**src/rtl/pcie_perst_seq_pkg.sv**
```systemverilog
// Shared encodings for the PERST# sequencer: FSM state values and event counter limits.
package pcie_perst_seq_pkg;

  localparam int STATE_W = 2;

  typedef enum logic [STATE_W-1:0] {
    ST_ASSERT    = 2'b00,
    ST_WAIT_LOCK = 2'b01,
    ST_SETTLE    = 2'b10,
    ST_RUN       = 2'b11
  } seq_state_e;

  localparam int               EVT_W   = 8;
  localparam logic [EVT_W-1:0] EVT_SAT = 8'hFF;

endpackage

```
**src/rtl/pcie_sync_debounce.sv**
```systemverilog
// Async input synchroniser with a high-side debounce filter; a low passes through
// one cycle after the sync chain, a high must persist DEBOUNCE_CYCLES (0 = sync only).
module pcie_sync_debounce #(
  parameter int SYNC_STAGES     = 2,
  parameter int DEBOUNCE_CYCLES = 1024
) (
  input  logic clk_clk,
  input  logic reset_reset,
  input  logic in_dat,
  output logic out_dat
);

  localparam int DB_W = (DEBOUNCE_CYCLES > 1) ? $clog2(DEBOUNCE_CYCLES) : 1;

  if (SYNC_STAGES < 2) begin : g_bad_sync_stages
    $error("SYNC_STAGES must be at least 2");
  end

  logic [SYNC_STAGES-1:0] sync_q;
  logic [SYNC_STAGES-1:0] sync_d;
  logic                   sync_dat;

  always_comb sync_d = {sync_q[SYNC_STAGES-2:0], in_dat};

  always_ff @(posedge clk_clk) begin
    if (reset_reset) sync_q <= '0;
    else             sync_q <= sync_d;
  end

  assign sync_dat = sync_q[SYNC_STAGES-1];

  if (DEBOUNCE_CYCLES == 0) begin : g_bypass
    assign out_dat = sync_dat;
  end else begin : g_debounce
    localparam logic [DB_W-1:0] DB_LAST = DB_W'(DEBOUNCE_CYCLES - 1);

    logic [DB_W-1:0] db_cnt_q, db_cnt_d;
    logic            deb_q, deb_d;

    // Count saturates once accepted so a long-high input never re-triggers.
    always_comb begin
      db_cnt_d = db_cnt_q;
      deb_d    = deb_q;
      if (!sync_dat) begin
        db_cnt_d = '0;
        deb_d    = 1'b0;
      end else if (db_cnt_q == DB_LAST) begin
        deb_d = 1'b1;
      end else begin
        db_cnt_d = db_cnt_q + 1'b1;
      end
    end

    always_ff @(posedge clk_clk) begin
      if (reset_reset) begin
        db_cnt_q <= '0;
        deb_q    <= 1'b0;
      end else begin
        db_cnt_q <= db_cnt_d;
        deb_q    <= deb_d;
      end
    end

    assign out_dat = deb_q;
  end

endmodule

```
**src/rtl/pcie_perst_sequencer.sv**
```systemverilog
// Sequences PCIe PERST# release behind debounced request, PLL lock and minimum hold.
// Assertion reaches the outputs within SYNC_STAGES+3 edges; release is fully timed.
module pcie_perst_sequencer
  import pcie_perst_seq_pkg::*;
#(
  parameter int SYNC_STAGES          = 2,
  parameter int DEBOUNCE_CYCLES      = 1024,
  parameter int MIN_ASSERT_CYCLES    = 100000,
  parameter int REFCLK_STABLE_CYCLES = 10000,
  parameter int CNT_W                = 24
) (
  input  logic               clk_clk,
  input  logic               reset_reset,
  input  logic               perst_pin_n,
  input  logic               gpio_perst_n,
  input  logic               refclk_locked,
  output logic               pin_perst_n_reset_n,
  output logic               i_gpio_perst0_n_reset_n,
  output logic [STATE_W-1:0] seq_state,
  output logic [EVT_W-1:0]   perst_event_cnt
);

  if ((longint'(MIN_ASSERT_CYCLES) >= (longint'(1) << CNT_W)) ||
      (longint'(REFCLK_STABLE_CYCLES) >= (longint'(1) << CNT_W))) begin : g_bad_cnt_w
    $error("CNT_W too narrow for MIN_ASSERT_CYCLES or REFCLK_STABLE_CYCLES");
  end

  localparam logic [CNT_W-1:0] MIN_LAST    = CNT_W'(MIN_ASSERT_CYCLES - 1);
  localparam logic [CNT_W-1:0] STABLE_LAST = CNT_W'(REFCLK_STABLE_CYCLES - 1);

  logic deb_pin_n, deb_gpio_n, lock, req_n;

  pcie_sync_debounce #(.SYNC_STAGES(SYNC_STAGES), .DEBOUNCE_CYCLES(DEBOUNCE_CYCLES)) u_pin (
    .clk_clk(clk_clk), .reset_reset(reset_reset), .in_dat(perst_pin_n), .out_dat(deb_pin_n)
  );

  pcie_sync_debounce #(.SYNC_STAGES(SYNC_STAGES), .DEBOUNCE_CYCLES(DEBOUNCE_CYCLES)) u_gpio (
    .clk_clk(clk_clk), .reset_reset(reset_reset), .in_dat(gpio_perst_n), .out_dat(deb_gpio_n)
  );

  // Lock is only synchronised; any dropout must be seen immediately.
  pcie_sync_debounce #(.SYNC_STAGES(SYNC_STAGES), .DEBOUNCE_CYCLES(0)) u_lock (
    .clk_clk(clk_clk), .reset_reset(reset_reset), .in_dat(refclk_locked), .out_dat(lock)
  );

  assign req_n = deb_pin_n & deb_gpio_n;

  seq_state_e       state_q, state_d;
  logic [CNT_W-1:0] cnt_q, cnt_d;
  logic [EVT_W-1:0] evt_q, evt_d;
  logic             rst_out_q, rst_out_d;

  always_comb begin
    state_d   = state_q;
    cnt_d     = cnt_q;
    evt_d     = evt_q;
    rst_out_d = (state_q == ST_RUN);
    unique case (state_q)
      ST_ASSERT: begin
        if (cnt_q != MIN_LAST) begin
          cnt_d = cnt_q + 1'b1;
        end else if (req_n) begin
          state_d = ST_WAIT_LOCK;
          cnt_d   = '0;
        end
      end
      ST_WAIT_LOCK: begin
        if (!req_n) begin
          state_d = ST_ASSERT;
          cnt_d   = '0;
        end else if (lock) begin
          state_d = ST_SETTLE;
          cnt_d   = '0;
        end
      end
      ST_SETTLE: begin
        if (!req_n) begin
          state_d = ST_ASSERT;
          cnt_d   = '0;
        end else if (!lock) begin
          state_d = ST_WAIT_LOCK;
          cnt_d   = '0;
        end else if (cnt_q == STABLE_LAST) begin
          state_d = ST_RUN;
          cnt_d   = '0;
        end else begin
          cnt_d = cnt_q + 1'b1;
        end
      end
      ST_RUN: begin
        if (!req_n || !lock) begin
          state_d = ST_ASSERT;
          cnt_d   = '0;
          if (evt_q != EVT_SAT) evt_d = evt_q + 1'b1;
        end
      end
      default: begin
        state_d = ST_ASSERT;
        cnt_d   = '0;
      end
    endcase
  end

  always_ff @(posedge clk_clk) begin
    if (reset_reset) begin
      state_q   <= ST_ASSERT;
      cnt_q     <= '0;
      evt_q     <= '0;
      rst_out_q <= 1'b0;
    end else begin
      state_q   <= state_d;
      cnt_q     <= cnt_d;
      evt_q     <= evt_d;
      rst_out_q <= rst_out_d;
    end
  end

  // A single flop feeds both resets so they can never skew or diverge.
  assign pin_perst_n_reset_n     = rst_out_q;
  assign i_gpio_perst0_n_reset_n = rst_out_q;
  assign seq_state               = state_q;
  assign perst_event_cnt         = evt_q;

endmodule

```
**config.mk**
```make
export PLATFORM = sky130hd
export DESIGN_NAME = pcie_perst_sequencer
export DESIGN_NICKNAME = d
export VERILOG_FILES = /design/src/rtl/pcie_perst_seq_pkg.sv /design/src/rtl/pcie_sync_debounce.sv /design/src/rtl/pcie_perst_sequencer.sv
export SDC_FILE = /design/constraint.sdc
export NUM_CORES = 1
export LEC_CHECK = 0
export BUFFER_PORTS_ARGS = -buffer_cell sky130_fd_sc_hd__clkbuf_2
export CORE_ASPECT_RATIO = 1.75
export CORE_MARGIN = 2
export CORE_UTILIZATION = 55
export CTS_BUF_LIST = sky130_fd_sc_hd__clkbuf_4 sky130_fd_sc_hd__clkbuf_8 sky130_fd_sc_hd__clkbuf_16
export CTS_CLUSTER_DIAMETER = 60
export DETAILED_ROUTE_END_ITERATION = 8
export GPL_TIMING_DRIVEN = 0
export PLACE_DENSITY = 0.76
export SYNTH_ARGS = -nofsm -noshare
export SYNTH_HDL_FRONTEND = slang
export SYNTH_HIERARCHICAL = 1
export SYNTH_SLANG_ARGS = --single-unit
```
**constraint.sdc**
```tcl
create_clock -name clk_clk -period 1.65 [get_ports clk_clk]
set_input_delay 0.33 -clock clk_clk [delete_from_list [all_inputs] [get_ports clk_clk]]
set_output_delay 0.33 -clock clk_clk [all_outputs]
set_load 0.05 [all_outputs]
```
==> impl_summary.log <==
INFO  metric result_of_the_run = finished with violations
INFO  metric violated_checks = setup timing
INFO  metric path_clk_slew = 0.07 ns
INFO  metric cp-endpoint = cnt_q[16]$_SDFFE_PP0P_
INFO  metric cts_num_sinks = 63
INFO  metric clockRootBuffer = sky130_fd_sc_hd__clkbuf_8
INFO  metric slew_viol_final = 0
INFO  metric hold_viol = 0
INFO  metric setup_slack_reg_to_reg = -0.23 ns
INFO  metric hpwlAfterDp = 5.13 mm
INFO  metric total_power = 3.48 mW
INFO  metric r2r_cells = 6
INFO  metric crit_type = flip-flop to flip-flop
INFO  metric max_slew_margin = 0.627
INFO  metric first_global_vias = 2,912
INFO  metric critical_path.reg2reg.startpoint = cnt_q[8]$_SDFFE_PP0P_
INFO  metric cp_slowest_cell = sky130_fd_sc_hd__or4_4
INFO  metric grt_pass1_wl = 13.0 mm
INFO  metric syn_nets = 374
INFO  metric setup-tns-final = -4.48 ns
INFO  metric setup-violations-final = 25
INFO  metric fp.coreArea = 0.00559 mm2
INFO  metric grt_antenna_before_repair = 0
INFO  metric num-nets-final = 425
INFO  metric floorplan.io_pins = 17
INFO  metric dp_slack = -0.325 ns
INFO  metric synth.distinct_cells = 51
INFO  metric hold_path_class = input pin to flip-flop
INFO  metric grt_overflow_total = 0
INFO  metric max-vdd-ir-drop = 0.000909 V
INFO  metric wl_per_cell = 18.4 um
INFO  metric synth-edff-count = 0
INFO  metric worst_r2r_endpoint = cnt_q[16]$_SDFFE_PP0P_
INFO  metric gp_routability_congestion = 0.896
INFO  metric async_flop_share = 0
INFO  metric worstMarginPinSlew = 0.560 ns
INFO  metric yosysSeqAreaShare = 0.393
INFO  metric synth_area = 0.00321 mm2
INFO  metric max_stage_delay = 0.59 ns
INFO  metric drive_above_1_share = 0.356
INFO  metric worst_setup_path_startpoint = cnt_q[8]$_SDFFE_PP0P_
INFO  metric ant_nets = 0
INFO  metric floorplan.die_area = 0.00648 mm2
INFO  metric row_count = 36
INFO  metric grt_max_degree = 17
INFO  metric worstPathRequired = 1.92 ns
INFO  metric drt_iter0_drc = 436
INFO  metric drt-vias-per-instance = 6.43
INFO  metric detailedRoute.firstPassIterationCount = 6
INFO  metric start_util = 0.574
INFO  metric post-route-drc-count = 0
INFO  metric maxcap_violations = 0
INFO  metric n_fill_cell = 406
INFO  metric rsz0062_at_grt = yes
INFO  metric power-per-cell-area = 826 mW/mm2
INFO  metric area_growth_syn_to_layout = 31.3%
INFO  metric timing.critical_path.to_type = flip-flop
INFO  metric power.static_leakage = 1.57 nW
INFO  metric ff_latch_count_synth = 63
INFO  metric global_route.usage.total = 0.266
INFO  metric synthesis.yosys.warnings = 6
INFO  metric final_core_utilization = 0.754
INFO  metric tritoncts = yes
INFO  metric fmaxAchievable = 0.532 GHz
INFO  metric route.vias.total = 3,195
INFO  metric skew = 0.00995 ns
INFO  metric postSynth.topFlopCell = sky130_fd_sc_hd__dfxtp_1
INFO  metric syn_area_per_cell = 8.79 um2
INFO  metric timing.critical_path.cells = or4_4, nor3_4, buf_6, buf_6, o31ai_1, a21oi_2
INFO  metric synthCells = 365
INFO  metric critical_path.max_fanout = 7
INFO  metric critical_path_arrival = 2.15 ns
INFO  metric cp_common_cell = sky130_fd_sc_hd__buf_6
INFO  metric clk-insertion-delay-late = 0.35 ns
INFO  metric clk_path_buf_depth = 2
INFO  metric detail_route.wirelength = 9.16 mm
INFO  metric worst_setup_start_kind = flip-flop
INFO  metric die_width = 61.7 um
INFO  metric finalWorstPathRequiredPeriod = 1.88 ns
INFO  metric final_ws_setup = -0.228 ns
INFO  metric placement.io_buffers = 16
INFO  metric die_h = 105 um
INFO  metric layout_worst_path_cycle_share = 1.14
INFO  metric htreeDepth = 3
INFO  metric cts_made_buffers = 9
INFO  metric n_antenna_cell = 0
INFO  metric min_delay_path_depth = 2
## cell type report
cell class	instances	area, um2	share of cell area
Buffer	14	128	0.0303
Clock buffer	13	166	0.0395
Clock inverter	3	65.1	0.0155
Inverter	7	26.3	0.00624
Multi-Input combinational cell	278	2090	0.496
Sequential cell	63	1310	0.312
Tap cell	76	95.1	0.0226
Timing Repair Buffer	43	329	0.0782
## cells in the final DEF, fill, tap and decap left out, drive strengths merged, types with 4 or more instances in the layout
cell type   n
nor4b       4
nor2b      10
nand4      17
nand2      22
and3       16
o21ai      16
nor3       15
xor2        6
dfxtp      63
a21oi      24
nor4       15
a211oi      7
a31oi       8
ha          4
or3         8
inv         7
clkbuf     31
or4        10
nor2       23
buf        39
and2        6
nand3      22
o31ai       9
xnor2      10
## through the flow
stage	instance area, um2	hold slack [ns]	cells
final	4210	0.195	497
after global routing	4210	0.199	497
after CTS	3970	0.185	489
after detailed placement	3420	0.427	457
after global placement	3420	0.423	457
after floorplan	3240	0.402	365
## Yosys cell counts, types with 7 or more instances
| library cell | n | share of area |
|---|---|---|
| sky130_fd_sc_hd__o21ai_0 | 13 | 0.020 |
| sky130_fd_sc_hd__or3_1 | 8 | 0.016 |
| sky130_fd_sc_hd__and3_1 | 12 | 0.023 |
| sky130_fd_sc_hd__nor2_1 | 23 | 0.027 |
| sky130_fd_sc_hd__or4_1 | 9 | 0.021 |
| sky130_fd_sc_hd__nor4_1 | 9 | 0.018 |
| sky130_fd_sc_hd__xnor2_1 | 10 | 0.027 |
| sky130_fd_sc_hd__a31oi_1 | 8 | 0.016 |
| sky130_fd_sc_hd__inv_1 | 7 | 0.0082 |
| sky130_fd_sc_hd__nand3_1 | 20 | 0.031 |
| sky130_fd_sc_hd__buf_2 | 7 | 0.011 |
| sky130_fd_sc_hd__nor2b_1 | 10 | 0.020 |
| sky130_fd_sc_hd__nand2_1 | 21 | 0.025 |
| sky130_fd_sc_hd__nand4_1 | 17 | 0.033 |
| sky130_fd_sc_hd__nor3_1 | 13 | 0.020 |
| sky130_fd_sc_hd__o31ai_1 | 9 | 0.021 |
| sky130_fd_sc_hd__dfxtp_1 | 63 | 0.39 |
| sky130_fd_sc_hd__a211oi_1 | 7 | 0.016 |
| sky130_fd_sc_hd__a21oi_1 | 24 | 0.037 |
## worst max-delay path: cells and delay by family (launching register included)
| family | cells | cell delay, ns |
|---|---|---|
| simple gates | 2 | 0.89 |
| flops | 1 | 0.38 |
| buf+inv | 2 | 0.28 |
| compound gates | 2 | 0.26 |
## report_power, final
group	total [mW]	internal [mW]	leakage [nW]	switching, mW
Combinational	0.319	0.149	0.930	0.170
Sequential	1.61	1.56	0.524	0.0514
Clock	1.55	0.965	0.120	0.584
Total	3.48	2.67	1.57	0.805
## how the worst min path moves through the flow
| stage | start | endpoint | slack [ns] |
|---|---|---|---|
| after floorplan | reset_reset | u_gpio/sync_q[0]$_SDFF_PP0_ | 0.40 |
| after global placement | u_gpio/sync_q[0]$_SDFF_PP0_ | u_gpio/sync_q[1]$_SDFF_PP0_ | 0.42 |
| after detailed placement | u_lock/sync_q[0]$_SDFF_PP0_ | u_lock/sync_q[1]$_SDFF_PP0_ | 0.43 |
| after CTS | gpio_perst_n | u_gpio/sync_q[0]$_SDFF_PP0_ | 0.18 |
| after global routing | gpio_perst_n | u_gpio/sync_q[0]$_SDFF_PP0_ | 0.20 |
| final | refclk_locked | u_lock/sync_q[0]$_SDFF_PP0_ | 0.19 |
## what timing repair did
| item | 4_1_cts | 5_1_grt |
|---|---|---|
| setup endpoints to repair | 25 | 26 |
| hold buffers | 0 | 0 |
| resized for setup | 53 | 42 |
| pin swaps | 18 | 14 |
| cloned | 3 | 2 |
| setup buffers | 14 | 9 |
## registers in the layout, indices dropped and copies added (netlist names)
name                        cells
u_pin/g_debounce.db_cnt_q      10
u_pin/out_dat                   1
u_gpio/out_dat                  1
i_gpio_perst0_n_reset_n         1
u_gpio/g_debounce.db_cnt_q     10
perst_event_cnt                 8
cnt_q                          24
seq_state                       2
u_lock/sync_q                   2
u_gpio/sync_q                   2
u_pin/sync_q                    2
## routing by layer
layer	wire [um]	vias to the layer above	track usage
li1	-	1484	-
met1	3250	1501	0.273
met2	4900	165	0.448
met3	587	45	0.0631
met4	421	0	0.175
met5	0	-	0
## kinds of logic (layout without fill, tap and decap cells)
kind of cell	after synthesis	after routing	share of synthesized area
AND/OR/NAND/NOR	181	182	0.352
AO/OA/AOI/OAI	73	73	0.140
flip-flops	63	63	0.393
buffers and inverters	25	80	0.0460
XOR/XNOR	16	16	0.0437
adder cells (fa/ha/maj)	4	4	0.0156
multiplexers	3	3	0.00936
Power figures use the tool's default switching activity.
